===== config.mk =====
export PLATFORM = sky130hd
export DESIGN_NAME = uart_tx_arbiter
export DESIGN_NICKNAME = d
export VERILOG_FILES = /design/src/rtl/uart_tx_arbiter.sv
export SDC_FILE = /design/constraint.sdc
export NUM_CORES = 1
export LEC_CHECK = 0
export CORE_MARGIN = 2
export CORE_UTILIZATION = 30
export DETAILED_ROUTE_END_ITERATION = 7
export MAX_ROUTING_LAYER = met4
export PLACE_DENSITY = 0.53
export SETUP_SLACK_MARGIN = 0.15
export SYNTH_ARGS = -nofsm -noshare
export SYNTH_HDL_FRONTEND = slang
export SYNTH_SLANG_ARGS = --single-unit

===== constraint.sdc =====
create_clock -name clock_50M -period 2.6 [get_ports clock_50M]
set_input_delay 0.26 -clock clock_50M [delete_from_list [all_inputs] [get_ports clock_50M]]
set_output_delay 0.26 -clock clock_50M [all_outputs]
set_load 0.01 [all_outputs]

===== src/rtl/uart_tx_arbiter.sv =====
// uart_tx_arbiter: round-robin arbiter feeding one UART transmitter from four
// byte requesters. One byte is in flight at a time; an optional idle gap of
// GAP_CYCLES clocks follows each byte.
// Optional feature: define UART_ARB_LOCK_EN to add req_last and packet locking,
// which keeps the grant on one requester until it flags its last byte.
module uart_tx_arbiter #(
    parameter logic [15:0] GAP_CYCLES = 16'd0
) (
    input  logic        clock_50M,
    input  logic        n_rst,
    input  logic [3:0]  req,
    input  logic [31:0] req_data,
`ifdef UART_ARB_LOCK_EN
    input  logic [3:0]  req_last,
`endif
    output logic [3:0]  ack,
    output logic [1:0]  owner,
    output logic        busy,
    output logic        uart_start,
    output logic [7:0]  uart_data,
    input  logic        uart_ready
);

    typedef enum logic [1:0] {
        IDLE  = 2'd0,
        START = 2'd1,
        WAIT  = 2'd2,
        GAP   = 2'd3
    } state_t;

    state_t      state;
    logic [15:0] gap_cnt;
    logic [3:0]  eligible;
    logic        grant_valid;
    logic [1:0]  grant_idx;
    logic [7:0]  grant_byte;

`ifdef UART_ARB_LOCK_EN
    logic        lock;

    // While locked and the owner still requests, only the owner may win.
    always_comb begin
        eligible = req;
        if (lock && req[owner]) begin
            eligible = 4'b0001 << owner;
        end
    end
`else
    // Every byte is re-arbitrated among all requesters.
    always_comb begin
        eligible = req;
    end
`endif

    // Round-robin search from owner+1, wrapping 3->0; the owner itself is
    // checked last (offset 4 wraps back to owner).
    always_comb begin
        grant_valid = 1'b0;
        grant_idx   = owner;
        for (int unsigned i = 1; i <= 4; i++) begin
            if (!grant_valid && eligible[owner + 2'(i)]) begin
                grant_valid = 1'b1;
                grant_idx   = owner + 2'(i);
            end
        end
        grant_byte = req_data[{grant_idx, 3'b000} +: 8];
    end

    // Control FSM with registered ack/start/data/owner/busy outputs.
    // ack and uart_start are both raised on the capture edge so that
    // uart_start is only ever high during the START cycle; the transmitter
    // is expected to drop uart_ready the cycle after it sees uart_start.
    always_ff @(posedge clock_50M or negedge n_rst) begin
        if (!n_rst) begin
            state      <= IDLE;
            ack        <= '0;
            uart_start <= 1'b0;
            uart_data  <= 8'h00;
            owner      <= 2'd3;
            busy       <= 1'b0;
            gap_cnt    <= '0;
`ifdef UART_ARB_LOCK_EN
            lock       <= 1'b0;
`endif
        end else begin
            ack        <= '0;
            uart_start <= 1'b0;
            case (state)
                IDLE: begin
`ifdef UART_ARB_LOCK_EN
                    // Owner abandoned its packet: release the lock.
                    if (lock && !req[owner]) begin
                        lock <= 1'b0;
                    end
`endif
                    if (uart_ready && grant_valid) begin
                        ack        <= 4'b0001 << grant_idx;
                        uart_data  <= grant_byte;
                        owner      <= grant_idx;
                        uart_start <= 1'b1;
                        busy       <= 1'b1;
                        state      <= START;
`ifdef UART_ARB_LOCK_EN
                        lock       <= ~req_last[grant_idx];
`endif
                    end
                end
                START: begin
                    state <= WAIT;
                end
                WAIT: begin
                    if (uart_ready) begin
                        if (GAP_CYCLES != 16'd0) begin
                            state   <= GAP;
                            gap_cnt <= '0;
                        end else begin
                            state <= IDLE;
                            busy  <= 1'b0;
                        end
                    end
                end
                GAP: begin
                    if (gap_cnt == GAP_CYCLES - 16'd1) begin
                        state   <= IDLE;
                        busy    <= 1'b0;
                        gap_cnt <= '0;
                    end else begin
                        gap_cnt <= gap_cnt + 16'd1;
                    end
                end
                default: begin
                    state <= IDLE;
                    busy  <= 1'b0;
                end
            endcase
        end
    end

endmodule

======== Yosys cells after proc, flatten, opt, wreduce, memory -nomap -nowiden ========
Cells that the tools add are included.
storage, ports and cells
  bits in registers ....................... 34
  input bits .............................. 39
  output and inout bits ................... 16
operators by class
  add/subtract/negate cells ............... 4
  magnitude comparators ................... 4
  equality and inequality tests ........... 7
  shift operators ......................... 2
  muxes and demuxes ....................... 29
  reduce and logical (&&, ||, !) cells .... 12
operators with widths
  cell                     number
  $shiftx A32 B6 Y8        1
  $add A16 B1 Y16 const B  1
  $eq A16 B16 Y1 const B   1
  $mux W16                 1
  $mux W2                  7
  $mux W1                  13
  $lt A2 B3 Y1 const B     4
  $bmux W1 S2              4
  $mux W4                  2
  $pmux W2 S4              1
  $ne A2 B2 Y1 const B     3
  $add A2 B2 Y2 const B    2
  $eq A2 B2 Y1 const B     2
  $logic_and A1 B1 Y1      4
  $reduce_and A4 Y1        1
  $shl A1 B2 Y4 const A    1
  $logic_not A1 Y1         3
  $pmux W1 S3              1
  $reduce_and A3 Y1        1
  $reduce_bool A3 Y1       1
  $add A2 B1 Y2 const B    1
  $eq A2 B1 Y1 const B     1
  $logic_not A2 Y1         1
  $reduce_and A2 Y1        1

======== Depth between registers and ports, before layout ========
Gate-level depths: netlist of run 1.
  depth in word-level cells ............... 16
  mapped depth ............................ 6
  depth with buffers taken out ............ 6

======== Worst setup path before layout of run 1 ========
No wires, ideal clock.
  kind .................................... register to register
  from .................................... reg owner[0]
  to ...................................... reg uart_data[2]
  setup time .............................. 0.132 ns
  arrival ................................. 1.609 ns
  data required time ...................... 2.468 ns
  setup slack ............................. 0.859 ns
  cell stages (with the launch flop) ...... 6
  clock period less this slack ............ 1.741 ns
  path through ............................ dfstp_2 nor3b_2 nor3_1 buf_2 a211oi_1 a211oi_2
between the ends
  cells in the longest elaborated chain, start to end .. 15
  elaborated cells between the ends (all ways) .. 28
  those cells by class .................... add/sub (3); shift (1); mux (16); reduce/logical (8)
ends and longest elaborated chain
  what                                                    line  RTL
  start, declared                                         17    output logic [1:0] owner,
  start signal, assigned                                  99    owner <= grant_idx;
  branches (longest 15 deep; another with $add A2 B1 Y2)  --
  end signal, assigned                                    98    uart_data <= grant_byte;
  end, declared                                           20    output logic [7:0] uart_data,
Parallel ways; which one is timed is not known. The select of a mux whose other input is x is not followed.
A chain may end at the register's enable or synchronous reset.

======== Final worst setup path of run 1 ========
  from .................................... reg owner[0]
  to ...................................... reg uart_data[3]
Same word-level chain as after synthesis.

==> metrics.txt, run 1 <==
peak supply drop=0.000325 V; clock skew=11.4 ps; clk sink count=34; Initial Utilization=0.305; Final Slew Violations=0; TritonCTS clock tree=built; max_cap viols=0; outcome=finished, final reports clean; cell area after layout=2520 µm²; R2R depth=5; drt wl/cell=14.3 µm; pwr/cell area=882 nW/µm²; Overall Global Routing Usage=0.144; GPL Wtd Cong=0.759; register area=853 µm²; share of the synthesized area in the top cell type=0.449; H-tree levels=2; Mean Syn Cell Area=10.3 µm²; Hold Fails Final Rpt=0; register bit count reported by yosys=34; number of remaining DRC errors=0; footprint of the multi-input gates=882 µm²; critical path class=reg2reg; drt via density=4.81; clock buffer depth=2; Area Growth Syn to Fin=41.4%; setup total negative slack=0 ps; crit path from=owner[0]$_DFFE_PN1P_; Seq/Total Area, Yosys=0.478; ratio of cells with drive above 1 in the final layout=0.129; Worst-path clk slew=80 ps; initial antenna violation count=0; later-pin clock latency in the skew report=290 ps; Fill cells=570; mapped cell area=1780 µm²; area leader, netlist=dfrtp_1; Gate Count Post-Synth=173; arrival time worst endpoint=2120 ps; largest net degree at the start of global routing=35; syn nets=213; RSZ-0062 raised after global routing=false; Remaining Overflow, GRT=0; Slew @ Worst Pin=783 ps; CP Capture Type=flip-flop; period utilization=0.755; Max Clk Rate=0.510 GHz; die width=81.1 µm; via count=1480; RR Startpoint=owner[0]$_DFFE_PN1P_; die area=6580 µm²; Leak=0.00102 µW; Synth warnings=0; Routed Antenna Nets=0; Rel. slew slack=0.478; Netlist cell types=34; setup bufs post-CTS=0; first-pass GRT wire length=6980 µm; antenna cells=0; hold buffers post-CTS=0; worst endpoint required time=2760 ps; Die Y-Extent=81.1 µm; NumNets Final=272; Startpoint Class=flip-flop; initial drt markers=60; total CTS buffers=5; core footprint=5850 µm²; drt total wl=4410 µm; port bufs=54; total I/O pin count=55; # rows=28; Pre-Repair DR Iteration Count=4; crit-path max FO=18; vias in the first global route=1380; dpl cell area=2410 µm²; CTS root buf=clkbuf_8; Resize count post-CTS=0; Area contributors post-synth=dfrtp_1 45%, a211oi_2 5.6%, nor2_1 5.5%; post-DP HPWL=3120 µm; final critical-path required period=1960 ps; hold crit path type=in2async; Finish-stage setup viols=0
==> Yosys cell counts <==
master / number
a21oi_1: 2
a211oi_2: 8
and2_4: 1
nor3b_2: 1
nor3_1: 3
a21o_1: 2
and3_1: 2
or4_4: 1
dfstp_2: 2
buf_6: 2
clkbuf_1: 2
o31a_1: 8
a211oi_1: 8
buf_2: 1
dfrtp_1: 32
o211ai_2: 1
nand2_1: 12
nand4_1: 8
o31ai_1: 1
mux2i_1: 8
inv_1: 5
nand3_1: 2
ha_1: 1
xor2_1: 3
or2_2: 1
o21ai_0: 7
nor2b_1: 1
a21oi_2: 2
and3_4: 1
nor2_1: 26
nand2b_1: 5
xnor2_1: 10
nor4_1: 2
and2_1: 2
==> registers in the layout (all words and copies together) (netlist names) <==
register and flops:
state 2, uart_data 8, owner 2, busy 1, ack 4, uart_start 1, gap_cnt 16
==> power breakdown <==
group          total, µW  switching [µW]  internal (µW)
sequential           792             106            687
clock                518             205            313
combinational        915             449            466
total               2220             760           1470
==> critical path, cell delays in order (launching register included) <==
cell      delay [ps]
dfstp_2          560
nor3b_2          500
nor3_2           130
buf_4            240
a211oi_1         330
a211oi_2          70
==> cells in the final DEF, fill, tap and decap left out, types with 6 or more instances in the layout <==
master,instances
clkdlybuf4s50_1,53
o21ai_0,7
a211oi_1,8
nor2_1,26
nand4_1,8
o31a_1,8
xnor2_1,10
a211oi_2,8
clkbuf_8,6
dfrtp_1,32
mux2i_1,8
nand2_1,12
==> layout make-up <==
type / count / area share
multi-input combinational: 129 / 0.350
timing repair buffer: 57 / 0.221
clock inverter: 1 / 0.0119
tap: 75 / 0.0372
sequential: 34 / 0.338
inverter: 5 / 0.00744
clock buffer: 7 / 0.0342
==> kinds of logic (layout without fill, tap and decap cells) <==
group	Yosys count	after routing	synth area share
fa+ha+maj	1	1	0.00701
flops	34	34	0.478
buf+inv	10	70	0.0302
simple gates	68	68	0.192
xor+xnor	13	13	0.0638
mux	8	8	0.0449
compound gates	39	39	0.184
==> metrics by stage <==
step / cells / hold WS [ps] / worst slack (ps) / total power, µW / utilization
final: 308 / 42.5 / 638 / 2220 / 0.431
after detailed placement: 300 / 395 / 360 / 1720 / 0.411
after CTS: 308 / 74.6 / 617 / 2250 / 0.431
after global routing: 308 / 93.4 / 387 / 2370 / 0.431
after global placement: 300 / 393 / 383 / 1730 / 0.411
after floorplan: 173 / -35.6 / 859 / 1340 / -
==> worst paths after layout <==
check / end / slack, ps
setup / recovery: uart_data[3]$_DFFE_PN0P_ / 640
hold / removal: gap_cnt[13]$_DFFE_PN0N_ / 40
setup reg to reg: uart_data[3]$_DFFE_PN0P_ / 640
hold reg to reg: gap_cnt[10]$_DFFE_PN0N_ / 470
max in group asynchronous: ack[3]$_DFF_PN0_ / 2050
min in group clock_50M: gap_cnt[10]$_DFFE_PN0N_ / 470
==> per-layer routing <==
metal,global-route usage,vias to the layer above,part of all wire
met4,0.0576,0,0.025
li1,-,741,-
met2,0.202,27,0.46
met1,0.198,702,0.48
met5,-,-,0
met3,0.0356,10,0.036
Note: power is estimated with default switching activity, not from simulation.
==> run 2: changes to the inputs <==
- PLACE_DENSITY: 0.53 -> 0.56
- clock period: 2.6 -> 1.8 ns (I/O delays scaled with it)
==> run 2 against run 1 <==
Effect of this change:
- combinational power rose by 93%
- critical path depth is 2 higher
- critical path type unchanged
- sequential share of layout area fell by 4.5 points
- critical endpoint is now uart_data[2]$_DFFE_PN0P_
- clock skew is 3.1 ps lower
- sequential power up 46%
- non-clock buffer count increased by 23
- largest cell class unchanged
==> metrics.txt, run 2 (synthesis results as in run 1) <==
dpl ws=-190 ps (-550 ps); max FFs per register=16 (unchanged); die area=6580 µm² (unchanged); drt total wl=4710 µm (+6.8%); total I/O pin count=55 (unchanged); arrival time worst endpoint=1910 ps (-210 ps); Pre-Repair DR Iteration Count=4 (unchanged); crit-path max FO=7 (-11); ratio of cells with drive above 1 in the final layout=0.273 (+0.145); H-tree levels=2 (unchanged); dpl cell area=2550 µm² (+6.0%); Worst-path clk slew=80 ps (about the same); total CTS buffers=5 (unchanged); peak supply drop=0.000506 V (+56%); drt wl/cell=14.2 µm (-0.58%); Slew @ Worst Pin=438 ps (-345 ps); # rows=28 (unchanged); GPL Wtd Cong=0.778 (+2.5%); pwr/cell area=1310 nW/µm² (+49%); via count=1566 (+5.8%); commonest non-fill, non-tap cell in the layout=clkdlybuf4s50_1; final critical-path required period=1740 ps (-223 ps); number of remaining DRC errors=0 (unchanged); post-DP HPWL=3200 µm (+2.5%); RSZ-0062 raised after global routing=true; Max Clk Rate=0.575 GHz (+13%); CP Capture Type=flip-flop; die width=81.1 µm (unchanged); clock buffer depth=2 (unchanged); TritonCTS clock tree=built; drt via density=4.73 (-1.5%); CTS root buf=clkbuf_8; clock skew=8.30 ps (-3.12 ps); Remaining Overflow, GRT=0 (unchanged); largest registers=gap_cnt x16, uart_data x8, ack x4; Finish-stage setup viols=0 (unchanged); clk sink count=34 (unchanged); hold crit path type=in2async; Die Y-Extent=81.1 µm (unchanged); initial antenna violation count=0 (unchanged); critical path class=reg2reg; R2R Setup Slk=60 ps (-580 ps); initial drt markers=37 (-38%); Area Growth Syn to Fin=63.3%; Initial Utilization=0.305 (unchanged); hold buffers post-CTS=0 (unchanged); Overall Global Routing Usage=0.154 (+0.00998); core footprint=5850 µm² (unchanged); max_cap viols=0 (unchanged); first-pass GRT wire length=7380 µm (+5.7%); Startpoint Class=flip-flop; vias in the first global route=1476 (+7.0%); period utilization=0.966 (+0.212); commonest non-fill, non-tap cells in the layout=52 x clkdlybuf4s50_1, 32 x dfrtp_1, 24 x nor2_1; Leak=0.00118 µW (+16%); port bufs=54 (unchanged); largest net degree at the start of global routing=35 (unchanged); worst endpoint required time=1970 ps (-790 ps); outcome=finished, final reports clean; Routed Antenna Nets=0 (unchanged); later-pin clock latency in the skew report=290 ps (about the same); Final Slew Violations=0 (unchanged); Rel. slew slack=0.708 (+0.230); largest reg by FF count=gap_cnt; PnR worst setup slack=60.6 ps (-577 ps); Hold Fails Final Rpt=0 (unchanged); antenna cells=0 (unchanged); NumNets Final=295 (+8.5%); cell area after layout=2910 µm² (+15%); Core Util, Final=0.498 (+0.0667)
[run 2: cell count changes in the layout (fill, tap and decap cells not counted), moves of 2 or more]
| cell | delta |
|---|---|
| a211oi_1 | -3 |
| nor2_1 | -2 |
| nand2b_1 | -2 |
| mux2i_1 | -7 |
| o21ai_0 | -2 |
| mux2i_4 | +4 |
| mux2i_2 | +3 |
| nand2b_4 | +2 |
| buf_12 | +2 |
| dlymetal6s2s_1 | +2 |
| a211oi_2 | +3 |
| buf_4 | +19 |
| o21ai_1 | +2 |
[run 2: final timing paths]
kind	from	endpoint	cells after the start
min in group clock_50M	gap_cnt[10]$_DFFE_PN0N_	gap_cnt[10]$_DFFE_PN0N_	1
hold / removal	n_rst	gap_cnt[6]$_DFFE_PN0N_	2
setup reg to reg	owner[0]$_DFFE_PN1P_	uart_data[2]$_DFFE_PN0P_	7
hold reg to reg	gap_cnt[10]$_DFFE_PN0N_	gap_cnt[10]$_DFFE_PN0N_	1
setup / recovery	owner[0]$_DFFE_PN1P_	uart_data[2]$_DFFE_PN0P_	7
max in group asynchronous	n_rst	owner[1]$_DFFE_PN1P_	2
[run 2: per-layer routing]
layer / track usage / vias up / wire length, µm
met5: - / - / 0
met4: 0.0542 / 0 / 76
met3: 0.0378 / 7 / 158
met2: 0.237 / 25 / 2330
met1: 0.198 / 750 / 2150
li1: - / 784 / -
[run 2: layout make-up]
type | count | area (µm²)
clock buffers | 6 | 82.6
clock inverters | 2 | 60.1
fillers | 536 | 2940
inverters | 5 | 18.8
multi-input cells | 129 | 1010
flip-flops and latches | 34 | 853
well taps | 75 | 93.8
repair buffers | 80 | 790
[run 2: worst max-delay path, stage by stage (launching register included)]
cell	delay [ps]
dfstp_2	580
nand2b_4	150
a21oi_4	60
nor3_4	250
buf_6	150
buf_16	110
mux2i_2	220
a211oi_2	90
[run 2: what timing repair did]
item | in CTS | in global routing
gates resized for setup | 9 | 20
cloned | 1 | 0
endpoints found under the setup margin | 15 | 20
setup buffers | 4 | 3
pin swaps | 2 | 12
[run 2: per-stage QoR]
| step | cells | hold WS, ps | setup TNS, ps | power, µW |
|---|---|---|---|---|
| 2_1_floorplan | 173 | -116 | 0 | 1960 |
| 3_3_place_gp | 315 | 461 | -1600 | 2640 |
| 3_5_place_dp | 315 | 459 | -1750 | 2630 |
| 4_1_cts | 328 | 300 | 0 | 3730 |
| 5_1_grt | 331 | 346 | -51.4 | 4070 |
| 6_report | 331 | 289 | 0 | 3820 |
[run 2: where the power goes]
group | leakage, µW | switching, µW | internal (µW)
Clock | 0.0000714 | 304 | 591
Sequential | 0.000432 | 166 | 992
Combinational | 0.000679 | 773 | 996
Total | 0.00118 | 1240 | 2580
